**config.mk**
```make
export PLATFORM = sky130hd
export DESIGN_NAME = pfb_synth_combiner
export DESIGN_NICKNAME = d
export VERILOG_FILES = /design/src/rtl/pfb_synth_pkg.sv /design/src/rtl/pfb_delay_ram.sv /design/src/rtl/pfb_synth_combiner.sv
export SDC_FILE = /design/constraint.sdc
export NUM_CORES = 1
export LEC_CHECK = 0
export CORE_ASPECT_RATIO = 1.75
export CORE_UTILIZATION = 41
export DETAILED_ROUTE_END_ITERATION = 16
export PLACE_DENSITY_LB_ADDON = 0.15
export SLEW_MARGIN = 20
export SYNTH_ARGS = -nofsm -noshare
export SYNTH_HDL_FRONTEND = slang
export SYNTH_SLANG_ARGS = --single-unit
export TNS_END_PERCENT = 10
```
**constraint.sdc**
```tcl
create_clock -name aclk -period 43.4 [get_ports aclk]
set_input_delay 13.02 -clock aclk [delete_from_list [all_inputs] [get_ports aclk]]
set_output_delay 13.02 -clock aclk [all_outputs]
set_load 0.005 [all_outputs]
```
**src/rtl/pfb_synth_pkg.sv**
```systemverilog
`default_nettype none
// ============================================================
// Module  : pfb_synth_pkg
// Purpose : shared types and arithmetic for the synthesis combiner
// Rev     : 1.0
// ============================================================
package pfb_synth_pkg;

  localparam int DEF_N = 32;
  localparam int DEF_L = 4;

  typedef struct packed {
    logic signed [15:0] q;
    logic signed [15:0] i;
  } iq16_t;

  typedef enum logic [1:0] {
    SYNC  = 2'd0,
    PRIME = 2'd1,
    RUN   = 2'd2
  } state_t;

  function automatic int frame_len(input int n, input int l);
    return n / (2 * l);
  endfunction

  function automatic logic signed [15:0] sat_add16(input logic signed [16:0] sum);
    if (sum > 17'sd32767) return 16'sh7fff;
    if (sum < -17'sd32768) return 16'sh8000;
    return sum[15:0];
  endfunction

  // I and Q saturate independently; operands are sign-extended to 17 bits.
  function automatic iq16_t iq_add(input iq16_t a, input iq16_t b);
    logic signed [16:0] ai, bi, aq, bq;
    iq16_t r;
    ai = {a.i[15], a.i};
    bi = {b.i[15], b.i};
    aq = {a.q[15], a.q};
    bq = {b.q[15], b.q};
    r.i = sat_add16(ai + bi);
    r.q = sat_add16(aq + bq);
    return r;
  endfunction

endpackage
`default_nettype wire

```
**src/rtl/pfb_delay_ram.sv**
```systemverilog
`default_nettype none
// ============================================================
// Module  : pfb_delay_ram
// Purpose : simple dual-port RAM, registered read, read-before-write
// Rev     : 1.0
// ============================================================
module pfb_delay_ram #(
  parameter int DEPTH = 4,
  parameter int WIDTH = 128,
  localparam int AW = (DEPTH > 1) ? $clog2(DEPTH) : 1
) (
  input  logic             clk,
  input  logic             we_i,
  input  logic [AW-1:0]    waddr_i,
  input  logic [WIDTH-1:0] wdata_i,
  input  logic             re_i,
  input  logic [AW-1:0]    raddr_i,
  output logic [WIDTH-1:0] rdata_o
);

  logic [WIDTH-1:0] mem_q [DEPTH];
  logic [WIDTH-1:0] rdata_q;

  // Both accesses use NBAs, so a same-address read returns the old word.
  always_ff @(posedge clk) begin
    if (we_i) mem_q[waddr_i] <= wdata_i;
    if (re_i) rdata_q <= mem_q[raddr_i];
  end

  assign rdata_o = rdata_q;

endmodule
`default_nettype wire

```
**src/rtl/pfb_synth_combiner.sv**
```systemverilog
`default_nettype none
// ============================================================
// Module  : pfb_synth_combiner
// Purpose : overlap-add of framed 2L-lane synthesis FIR outputs
// Rev     : 1.0
// ============================================================
module pfb_synth_combiner
  import pfb_synth_pkg::*;
#(
  parameter int N = DEF_N,
  parameter int L = DEF_L
) (
  input  logic              aclk,
  input  logic              areset,
  output logic              s_axis_tready,
  input  logic              s_axis_tvalid,
  input  logic              s_axis_tlast,
  input  logic [2*L*32-1:0] s_axis_tdata,
  output logic              m_axis_tvalid,
  output logic              m_axis_tlast,
  output logic [L*32-1:0]   m_axis_tdata,
  output logic              locked,
  output logic              err_tlast_missing,
  output logic              err_tlast_unexpected
);

  localparam int F  = frame_len(N, L);
  localparam int CW = (F > 1) ? $clog2(F) : 1;
  localparam logic [CW-1:0] LAST_BEAT = CW'(F - 1);

  state_t          state_q, state_d;
  logic [CW-1:0]   cnt_q, cnt_d;
  logic            at_end, in_frame, bad_unexp, bad_miss, accept;
  logic [L*32-1:0] lower_w, upper_w, ram_rdata, sum_w;
  logic            s1_valid_q, s1_last_q;
  logic [L*32-1:0] s1_lower_q, m_data_q;
  logic            m_valid_q, m_last_q, locked_q, err_miss_q, err_unexp_q;

  assign lower_w   = s_axis_tdata[L*32-1:0];
  assign upper_w   = s_axis_tdata[2*L*32-1:L*32];
  assign at_end    = (cnt_q == LAST_BEAT);
  assign in_frame  = s_axis_tvalid && (state_q != SYNC);
  assign bad_unexp = in_frame && s_axis_tlast && !at_end;
  assign bad_miss  = in_frame && !s_axis_tlast && at_end;
  assign accept    = s_axis_tvalid && (state_q == RUN) && !bad_unexp && !bad_miss;

  always_comb begin
    state_d = state_q;
    cnt_d   = cnt_q;
    if (s_axis_tvalid) begin
      unique case (state_q)
        SYNC: begin
          if (s_axis_tlast) begin
            state_d = PRIME;
            cnt_d   = '0;
          end
        end
        PRIME, RUN: begin
          if (bad_unexp || bad_miss) begin
            state_d = SYNC;
            cnt_d   = '0;
          end else begin
            cnt_d = at_end ? '0 : cnt_q + 1'b1;
            if (at_end) state_d = RUN;
          end
        end
        default: begin
          state_d = SYNC;
          cnt_d   = '0;
        end
      endcase
    end
  end

  // The upper half is stored during PRIME and RUN, and read back one frame later.
  pfb_delay_ram #(
    .DEPTH (F),
    .WIDTH (L*32)
  ) u_ram (
    .clk     (aclk),
    .we_i    (in_frame),
    .waddr_i (cnt_q),
    .wdata_i (upper_w),
    .re_i    (accept),
    .raddr_i (cnt_q),
    .rdata_o (ram_rdata)
  );

  for (genvar i = 0; i < L; i++) begin : g_lane
    iq16_t lo, hi;
    assign lo = s1_lower_q[i*32 +: 32];
    assign hi = ram_rdata[i*32 +: 32];
    assign sum_w[i*32 +: 32] = iq_add(lo, hi);
  end

  always_ff @(posedge aclk) begin
    if (areset) begin
      state_q     <= SYNC;
      cnt_q       <= '0;
      s1_valid_q  <= 1'b0;
      s1_last_q   <= 1'b0;
      m_valid_q   <= 1'b0;
      m_last_q    <= 1'b0;
      m_data_q    <= '0;
      locked_q    <= 1'b0;
      err_miss_q  <= 1'b0;
      err_unexp_q <= 1'b0;
    end else begin
      state_q     <= state_d;
      cnt_q       <= cnt_d;
      s1_valid_q  <= accept;
      s1_last_q   <= at_end;
      m_valid_q   <= s1_valid_q;
      m_last_q    <= s1_valid_q && s1_last_q;
      if (s1_valid_q) m_data_q <= sum_w;
      locked_q    <= (state_d == RUN);
      err_miss_q  <= bad_miss;
      err_unexp_q <= bad_unexp;
    end
  end

  // Datapath-only register: qualified by s1_valid_q, so it needs no reset.
  always_ff @(posedge aclk) begin
    if (accept) s1_lower_q <= lower_w;
  end

  assign s_axis_tready        = 1'b1;
  assign m_axis_tvalid        = m_valid_q;
  assign m_axis_tlast         = m_last_q;
  assign m_axis_tdata         = m_data_q;
  assign locked               = locked_q;
  assign err_tlast_missing    = err_miss_q;
  assign err_tlast_unexpected = err_unexp_q;

endmodule
`default_nettype wire

```
### After elaboration in Yosys (flattened, before gate mapping)

Memory sizes are Yosys's and may differ from the RTL's. A register that Yosys moved wholly into a read port is not among the register bits.
Index checks and enable logic that the tools add are counted.

| storage, ports and cells | value |
|---|---|
| memories kept | 1 |
| input bits | 260 |
| register bits | 267 |
| word-level logic and storage cells | 127 |
| RAM bits | 512 |

| cells by class | value |
|---|---|
| equal/unequal tests | 5 |
| reductions and logical operators | 18 |
| multiplexer cells | 67 |
| magnitude comparators | 16 |
| add/subtract/negate cells | 9 |

Memories:

| memory | words | bits a word | rd ports | clocked after memory_dff | write ports | RTL line | text |
|---|---|---|---|---|---|---|---|
| u_ram.mem_q | 4 | 128 | 1 | 1 | 1 | pfb_delay_ram.sv:21 | `logic [WIDTH-1:0] mem_q [DEPTH];` |

Operators with widths:

| kind | count |
|---|---|
| 16-bit two-way mux | 32 |
| 16-bit by 16-bit adder with 17-bit output | 8 |
| 17-bit by 16-bit > comparator with 1-bit output (second input constant) | 8 |
| 17-bit by 16-bit < comparator with 1-bit output (second input constant) | 8 |
| 1-bit two-way mux | 26 |
| 2-bit two-way mux | 7 |
| 1-bit logical AND | 9 |
| 2-bit case mux with 2 select lines | 2 |
| 2-bit == test (second input constant) | 3 |
| 1-bit zero test | 4 |
| 2-bit by 1-bit adder with 2-bit output (second input constant) | 1 |
| 2-bit by 1-bit == test with 1-bit output (second input constant) | 1 |
| 2-bit zero test | 1 |
| 2-bit != test (second input constant) | 1 |
| 2-bit AND reduction | 1 |
| 2-bit nonzero test | 1 |
| 2-bit OR reduction | 1 |
| 1-bit logical OR | 1 |

### Depth between registers and ports, before layout

Gate-level depths: netlist of the first run.

| logic depth | value |
|---|---|
| depth in word-level cells | 9 |
| mapped depth | 13 |
| mapped depth without buffers | 12 |

### Cells and area by module

Synthesis of the first run repeated with hierarchy kept, for this count alone.

| second synthesis, totals | value |
|---|---|
| cells, all modules | 2328 |
| area total of the unflattened synthesis | 37770.0 sq um |

By module, submodules not included:

| module | cells each | times used | area an instance (sq um) | sequential area each (sq um) |
|---|---|---|---|---|
| pfb_delay_ram | 800 | 1 | 22446.5 | 19218.4 |
| pfb_synth_combiner | 1528 | 1 | 15323.4 | 6626.4 |

### Least setup slack after synthesis of the first run

No wires, ideal clock.

| path | value |
|---|---|
| path kind | input port to flip-flop |
| from | in s_axis_tlast |
| to | reg s1_lower_q[0], enable pin |
| path buffers | 1 |
| cell stages on the path | 3 |
| arrival | 25739 ps |
| required time | 42439 ps |
| library setup time | 961 ps |
| slack | 16700 ps |
| cell sequence | clkbuf_1 -> xor2_1 -> a21oi_1 |

| between the ends | value |
|---|---|
| cells in the longest elaborated chain, start to end | 5 |
| elaborated cells on any way between the ends | 9 |

Ends and longest elaborated chain:

| element | RTL line | text |
|---|---|---|
| start, declared | pfb_synth_combiner.sv:17 | `input logic s_axis_tlast,` |
| 1-bit logical AND or 1-bit zero test (tied branches) | pfb_synth_combiner.sv:43, pfb_synth_combiner.sv:44 |  |
| 1-bit logical AND (on tied branches) | pfb_synth_combiner.sv:43, pfb_synth_combiner.sv:44 |  |
| 1-bit zero test or 1-bit logical AND (tied branches) | pfb_synth_combiner.sv:45, pfb_synth_combiner.sv:44 |  |
| 1-bit logical AND or 1-bit zero test (tied branches) | pfb_synth_combiner.sv:45 | `assign accept = s_axis_tvalid && (state_q == RUN) && !bad_unexp && !bad_miss;` |
| 1-bit logical AND (*) | pfb_synth_combiner.sv:45 |  |
| named net accept | pfb_synth_combiner.sv:33 | `logic at_end, in_frame, bad_unexp, bad_miss, accept;` |
| end signal, assigned | pfb_synth_combiner.sv:124 | `if (accept) s1_lower_q <= lower_w;` |
| end, declared | pfb_synth_combiner.sv:36 | `logic [L*32-1:0] s1_lower_q, m_data_q;` |

The timed path passes the listed nets; every way through them passes the cells marked *.
A chain may end at the register's enable or synchronous reset.

### Worst setup path in the final report of the first run

| path | value |
|---|---|
| from | in s_axis_tvalid |
| to | mem u_ram.mem_q[2][52], enable pin |

| between the ends | value |
|---|---|
| cells in the longest elaborated chain, start to end | 3 |

Ends and longest elaborated chain:

| element | RTL line | text |
|---|---|---|
| start, declared | pfb_synth_combiner.sv:16 | `input logic s_axis_tvalid,` |
| 1-bit logical AND | pfb_synth_combiner.sv:42 | `assign in_frame = s_axis_tvalid && (state_q != SYNC);` |
| 1-bit two-way mux | pfb_delay_ram.sv:26 | `if (we_i) mem_q[waddr_i] <= wdata_i;` |
| 1-bit two-way mux (not written as such) | pfb_delay_ram.sv:26 |  |
| end, declared | pfb_delay_ram.sv:21 |  |

No other way between the ends.

==> flow_metrics.tcl, run 1 <==
set metrics [dict create \
    grt_pass1_wl_um 136300 \
    setup_ws_ns 28.14 \
    wl_per_cell_um 22.50 \
    hp-class "flop to flop" \
    synth-async-reset-ratio 0 \
    reg2reg_from "cnt_q[1]" \
    path_class "input port to flop" \
    avgSynthCellArea_um2 16.14 \
    first_pass_iters 5 \
    grt.total_usage 0.1955 \
    cts_htree_levels 3 \
    first_iter_violations 1247 \
    io_buffers 392 \
    wirelength_um 90050 \
    finalCriticalPeriod_ns 15.26 \
    cp-startpoint "s_axis_tvalid" \
    first_global_vias 22867 \
    peakVddDrop_mv 0.02575 \
    netlist_area_um2 37730 \
    rows 146 \
    synthCells 2338 \
    min_period_over_period 0.3515 \
    cts.repair.resized 0 \
    worst_ep_required_time_ns 43.66 \
    placed_cell_area_um2 42940 \
    dp_slack_ns 27.44 \
    hpwl_um 60150 \
    p_total_mw 1.744 \
    insertion_delay_ns 0.66 \
    drc_errors 0 \
    fmax_mhz 65.55 \
    top_layer_used "met5" \
    crit_buf_inv 2 \
    viasPerCell 5.322 \
    cts-buffers-inserted 86 \
    r2r_end "u_ram.mem_q[2][52]" \
    yosys.area.top_type_share 0.6113 \
    end_kind "flop" \
    crit_cells 4 \
    tightestPinTransition_ns 1.363 \
    grt_start_max_net_pins 178 \
    initial_core_util 0.4156 \
    fp.coreArea_um2 90790 \
    finalSetupViolations 0 \
    m1WireLength_um 36810 \
    synthFlopType "edfxtp_1" \
    syn2layout_area_growth_pct 21.07 \
    wl_met2_um 45070 \
    synth_most_common_cell "edfxtp_1" \
    die-area_um2 93290 \
    r2r_setup_slack_ns 39.65 \
    synth.top_cells.by_count "edfxtp_1 (768), nor2_1 (179), dfxtp_1 (139)" \
    yosys.cell_types.count 94 \
    hold_viol 0 \
    status "finished clean" \
    post_cts_buffers 0 \
    worst_r2r_path_depth 4 \
    fin_skew_ns 0.02231 \
    antenna_found_initial 21 \
    drive_above_1_share 0.1180 \
    clockBufferDepth 3 \
    synth_edf_count 768 \
    fin_setup_tns_ns 0 \
    netlist_top_cells_area "edfxtp_1 (61%), mux4_2 (7.6%), dfxtp_1 (7.4%)" \
    yosys.area.top_type "edfxtp_1" \
    n_fill_cell 7576 \
    syn_nets 2741 \
    maxSlewViolCount 0 \
    powerDensity_nw_per_um2 38.18 \
    max_stage_delay_ns 0.82 \
    maxCapViolations 0 \
    overflow 0 \
    cp.arrival_ns 15.52 \
    start_kind "input port" \
    final_nets 3148 \
    slew_headroom 0.09144 \
    met3_length_um 5510 \
    num_vias 21299 \
    cts-root-buf "clkbuf_16" \
    clk_pin_slew_ns 0.06 \
    fp.dieH_um 403.3 \
    cpMaxStageDelayCell "buf_4" \
    synth-seq-cells 907 \
    p_leak_nw 15.19 \
    cts_tree "yes" \
    crit_chain "clkdlybuf4s50_1 > nor2b_1 > and2_4 > buf_4" \
    ys_seq_area_frac 0.6850 \
    finalInstanceArea_um2 45680 \
    die_w_um 231.3 \
    cp_max_fo 63 \
    ys_warn_count 0 \
    cts_sinks 907 \
    rsz0062_at_grt "no" \
    whs_ns 0.4313 \
    ant_nets 0 \
    hold_buffers 0 \
    cpLargestDelayFamily "buffers and inverters" \
    crit_end "u_ram.mem_q[2][52]" \
    routabilityCongestion 0.8769 \
    io_pins 394 \
]
## layer usage
layer	GRT usage	vias to the layer above
met1	0.2336	10576
met5	0	-
li1	-	9973
met2	0.3370	568
met4	0.07622	28
met3	0.04747	154
## state kept, by name, indices dropped and copies added (netlist names)
signal,flops
cnt_q,2
err_tlast_missing,1
err_tlast_unexpected,1
locked,1
m_axis_tdata,128
m_axis_tlast,1
m_axis_tvalid,1
s1_last_q,1
s1_lower_q,128
s1_valid_q,1
state_q,2
u_ram.mem_q,512
u_ram.rdata_o,128
## worst min path at each step
stage                     startpoint            to  slack, ns  cells past startpoint
after detailed placement   s1_last_q  m_axis_tlast       0.42                      1
after CTS                  s1_last_q  m_axis_tlast       0.44                      1
after floorplan            s1_last_q  m_axis_tlast       0.41                      1
final                      s1_last_q  m_axis_tlast       0.43                      1
after global routing       s1_last_q  m_axis_tlast       0.45                      1
after global placement     s1_last_q  m_axis_tlast       0.43                      1
## per-stage QoR
step | util | std cells
2_1_floorplan | - | 2338
3_3_place_gp | 0.4729 | 3841
3_5_place_dp | 0.4729 | 3841
4_1_cts | 0.5029 | 3997
5_1_grt | 0.5031 | 4000
6_report | 0.5031 | 4002
## cell usage in the layout (no fill, tap or decap), types with 20 or more instances in the layout
| master | count |
|---|---|
| o21a_1 | 20 |
| mux4_2 | 128 |
| ha_1 | 135 |
| xor2_1 | 42 |
| clkinv_2 | 20 |
| nor3_1 | 34 |
| nor2b_1 | 22 |
| edfxtp_1 | 768 |
| nand2_1 | 51 |
| inv_1 | 63 |
| o21ai_0 | 82 |
| a211oi_1 | 88 |
| xnor2_1 | 51 |
| nor2_1 | 178 |
| clkbuf_16 | 90 |
| a21oi_1 | 105 |
| maj3_1 | 56 |
| dfxtp_1 | 136 |
| a21o_1 | 44 |
| clkdlybuf4s50_1 | 391 |
## where the power goes
part           switching [mW]  total [mW]  internal (mW)  leakage [nW]
registers             0.00241       0.953          0.951          8.04
logic                  0.0228      0.0547         0.0320          5.81
clock network           0.325       0.736          0.411          1.34
## logic make-up (layout without fill, tap and decap cells)
kind of cell / after synthesis / count (layout) / share of synthesized area
DFF: 907 / 907 / 0.6850
AOI/OAI and AO/OA: 466 / 466 / 0.08556
and+or+nand+nor: 380 / 380 / 0.04729
adders and majority gates: 202 / 202 / 0.06477
buffers and inverters: 155 / 630 / 0.01711
muxes: 130 / 130 / 0.07704
xor gates and xnor gates: 97 / 97 / 0.02311
other: 1 / 6 / 0.00009939
## area by class of cell
class                      count  area [um2]  area share
antenna                        5       12.51   0.0002739
clock buffer                 110        2367     0.05182
clock inverter                46       352.8    0.007724
inverter                      63       236.5    0.005177
multi-input combinational   1276       11280      0.2470
sequential                   907       25860      0.5660
tap                         1184        1481     0.03243
timing repair buffer         411        4089     0.08951
Power figures use the tool's default switching activity.
==> run 2: changes to the inputs <==
clock period = 13.3 ns   (was 43.4 ns; I/O delays follow)
==> run 2 against run 1 <==
Clock power rose to 3.4 times the previous value. Die area did not move. Total power rose to 3.3 times the previous value. Setup slack got worse by 21 ns. Sequential share of layout area fell by 0.20 points. Via count rose by 0.53%. Highest routed layer unchanged. Critical path type unchanged. Clock-buffer cell count did not move. Final cell count rose by 0.22%.
==> flow_metrics.tcl, run 2 (synthesis gave the netlist of run 1 again) <==
set metrics [dict create \
    io_pins 394 \
    rsz0062_at_grt "no" \
    drc_errors 0 \
    die_w_um 231.3 \
    cts_tree "yes" \
    status "finished clean" \
    routabilityCongestion 0.8596 \
    cts-buffers-inserted 87 \
    maxCapViolations 0 \
    p_leak_nw 15.26 \
    fmax_mhz 160.4 \
    post_cts_buffers 0 \
    num_vias 21412 \
    overflow 0 \
    die-area_um2 93290 \
    peakVddDrop_mv 0.09547 \
    cts.repair.resized 0 \
    first_pass_iters 5 \
    fp.coreArea_um2 90790 \
    fin_skew_ns 0.01992 \
    cp.arrival_ns 6.51 \
    syn2layout_area_growth_pct 21.49 \
    hold_end "m_axis_tlast" \
    whs_ns 0.4394 \
    cts_htree_levels 3 \
    clk_pin_slew_ns 0.06 \
    mostFrequentLayoutCells "edfxtp_1 (768), clkdlybuf4s50_1 (391), nor2_1 (178)" \
    min_path_cells 1 \
    reg2reg_from "u_ram.rdata_o[96]" \
    maxSlewViolCount 0 \
    antenna_found_initial 16 \
    grt_pass1_wl_um 138200 \
    end_kind "flop" \
    r2r_end "m_axis_tdata[97]" \
    insertion_delay_ns 0.67 \
    worst_ep_required_time_ns 13.58 \
    hpwl_um 62390 \
    cp_max_fo 59 \
    ant_nets 0 \
    wl_per_cell_um 23.09 \
    grt_start_max_net_pins 162 \
    rows 146 \
    finalSetupViolations 0 \
    wirelength_um 92630 \
    r2r_setup_slack_ns 9.68 \
    io_buffers 392 \
    met3_length_um 5628 \
    min-delay-start "s1_last_q" \
    min_period_over_period 0.4687 \
    path_class "input port to flop" \
    hold_buffers 0 \
    fp.dieH_um 403.3 \
    first_iter_violations 1254 \
    wl_met2_um 47430 \
    cts-root-buf "clkbuf_16" \
    grt.total_usage 0.1998 \
    start_kind "input port" \
    top_register "u_ram.mem_q" \
    cts_sinks 907 \
    fin_setup_tns_ns 0 \
    drive_above_1_share 0.1198 \
    hp-class "flop to flop" \
    largest_reg_flops 512 \
    clockBufferDepth 3 \
    hold_viol 0 \
    initial_core_util 0.4156 \
    tightestPinTransition_ns 1.072 \
    slew_headroom 0.2852 \
    m1WireLength_um 37330 \
    worst_r2r_path_depth 12 \
    top_layer_used "met5" \
    powerDensity_nw_per_um2 126.1 \
    final_nets 3152 \
    first_global_vias 22473 \
    final_common_cell "edfxtp_1" \
    finalCriticalPeriod_ns 6.233 \
    viasPerCell 5.338 \
]
-- run 2: cell type report --
| cell class | instances | area (um2) |
|---|---|---|
| fill | 7558 | 44950 |
| sequential | 907 | 25860 |
| multi-input combinational | 1276 | 11280 |
| timing repair buffer | 414 | 4131 |
| clock buffer | 110 | 2303 |
| tap | 1184 | 1481 |
| clock inverter | 51 | 538.0 |
| inverter | 63 | 236.5 |
| antenna | 6 | 15.01 |
-- run 2: critical path: stages --
cell and delay [ns]:
clkdlybuf4s50_1 0.67, nor2b_1 0.36, and2_4 0.58, buf_4 0.84
-- run 2: routing by layer --
metal  track usage  vias up
met5             0        -
met4       0.06076       18
li1              -    10009
met3       0.04522      138
met2        0.3525      573
met1        0.2406    10674
-- run 2: worst max-delay path by stage --
stage / from / to
floorplan: s_axis_tlast / s1_lower_q[0]
global placement: s_axis_tvalid / u_ram.mem_q[3][3]
detailed placement: s_axis_tvalid / u_ram.mem_q[3][5]
CTS: s_axis_tvalid / u_ram.mem_q[3][85]
global route: s_axis_tvalid / u_ram.mem_q[3][86]
finish: s_axis_tvalid / u_ram.mem_q[3][18]
-- run 2: stage by stage --
stage,cells,utilization,area (um2),total power [mW],setup WS [ns]
global route,4006,0.5047,45830,5.962,6.880
detailed placement,3843,0.4731,42950,3.358,6.348
CTS,4004,0.5044,45800,5.857,7.069
global placement,3843,0.4730,42940,3.352,6.387
floorplan,2338,-,37730,3.238,1.422
finish,4011,0.5049,45840,5.780,7.067
-- run 2: power breakdown --
part | leakage (nW) | switching (mW) | internal, mW
Clock | 1.39 | 1.09 | 1.40
Sequential | 8.04 | 0.00662 | 3.10
Combinational | 5.83 | 0.0776 | 0.105
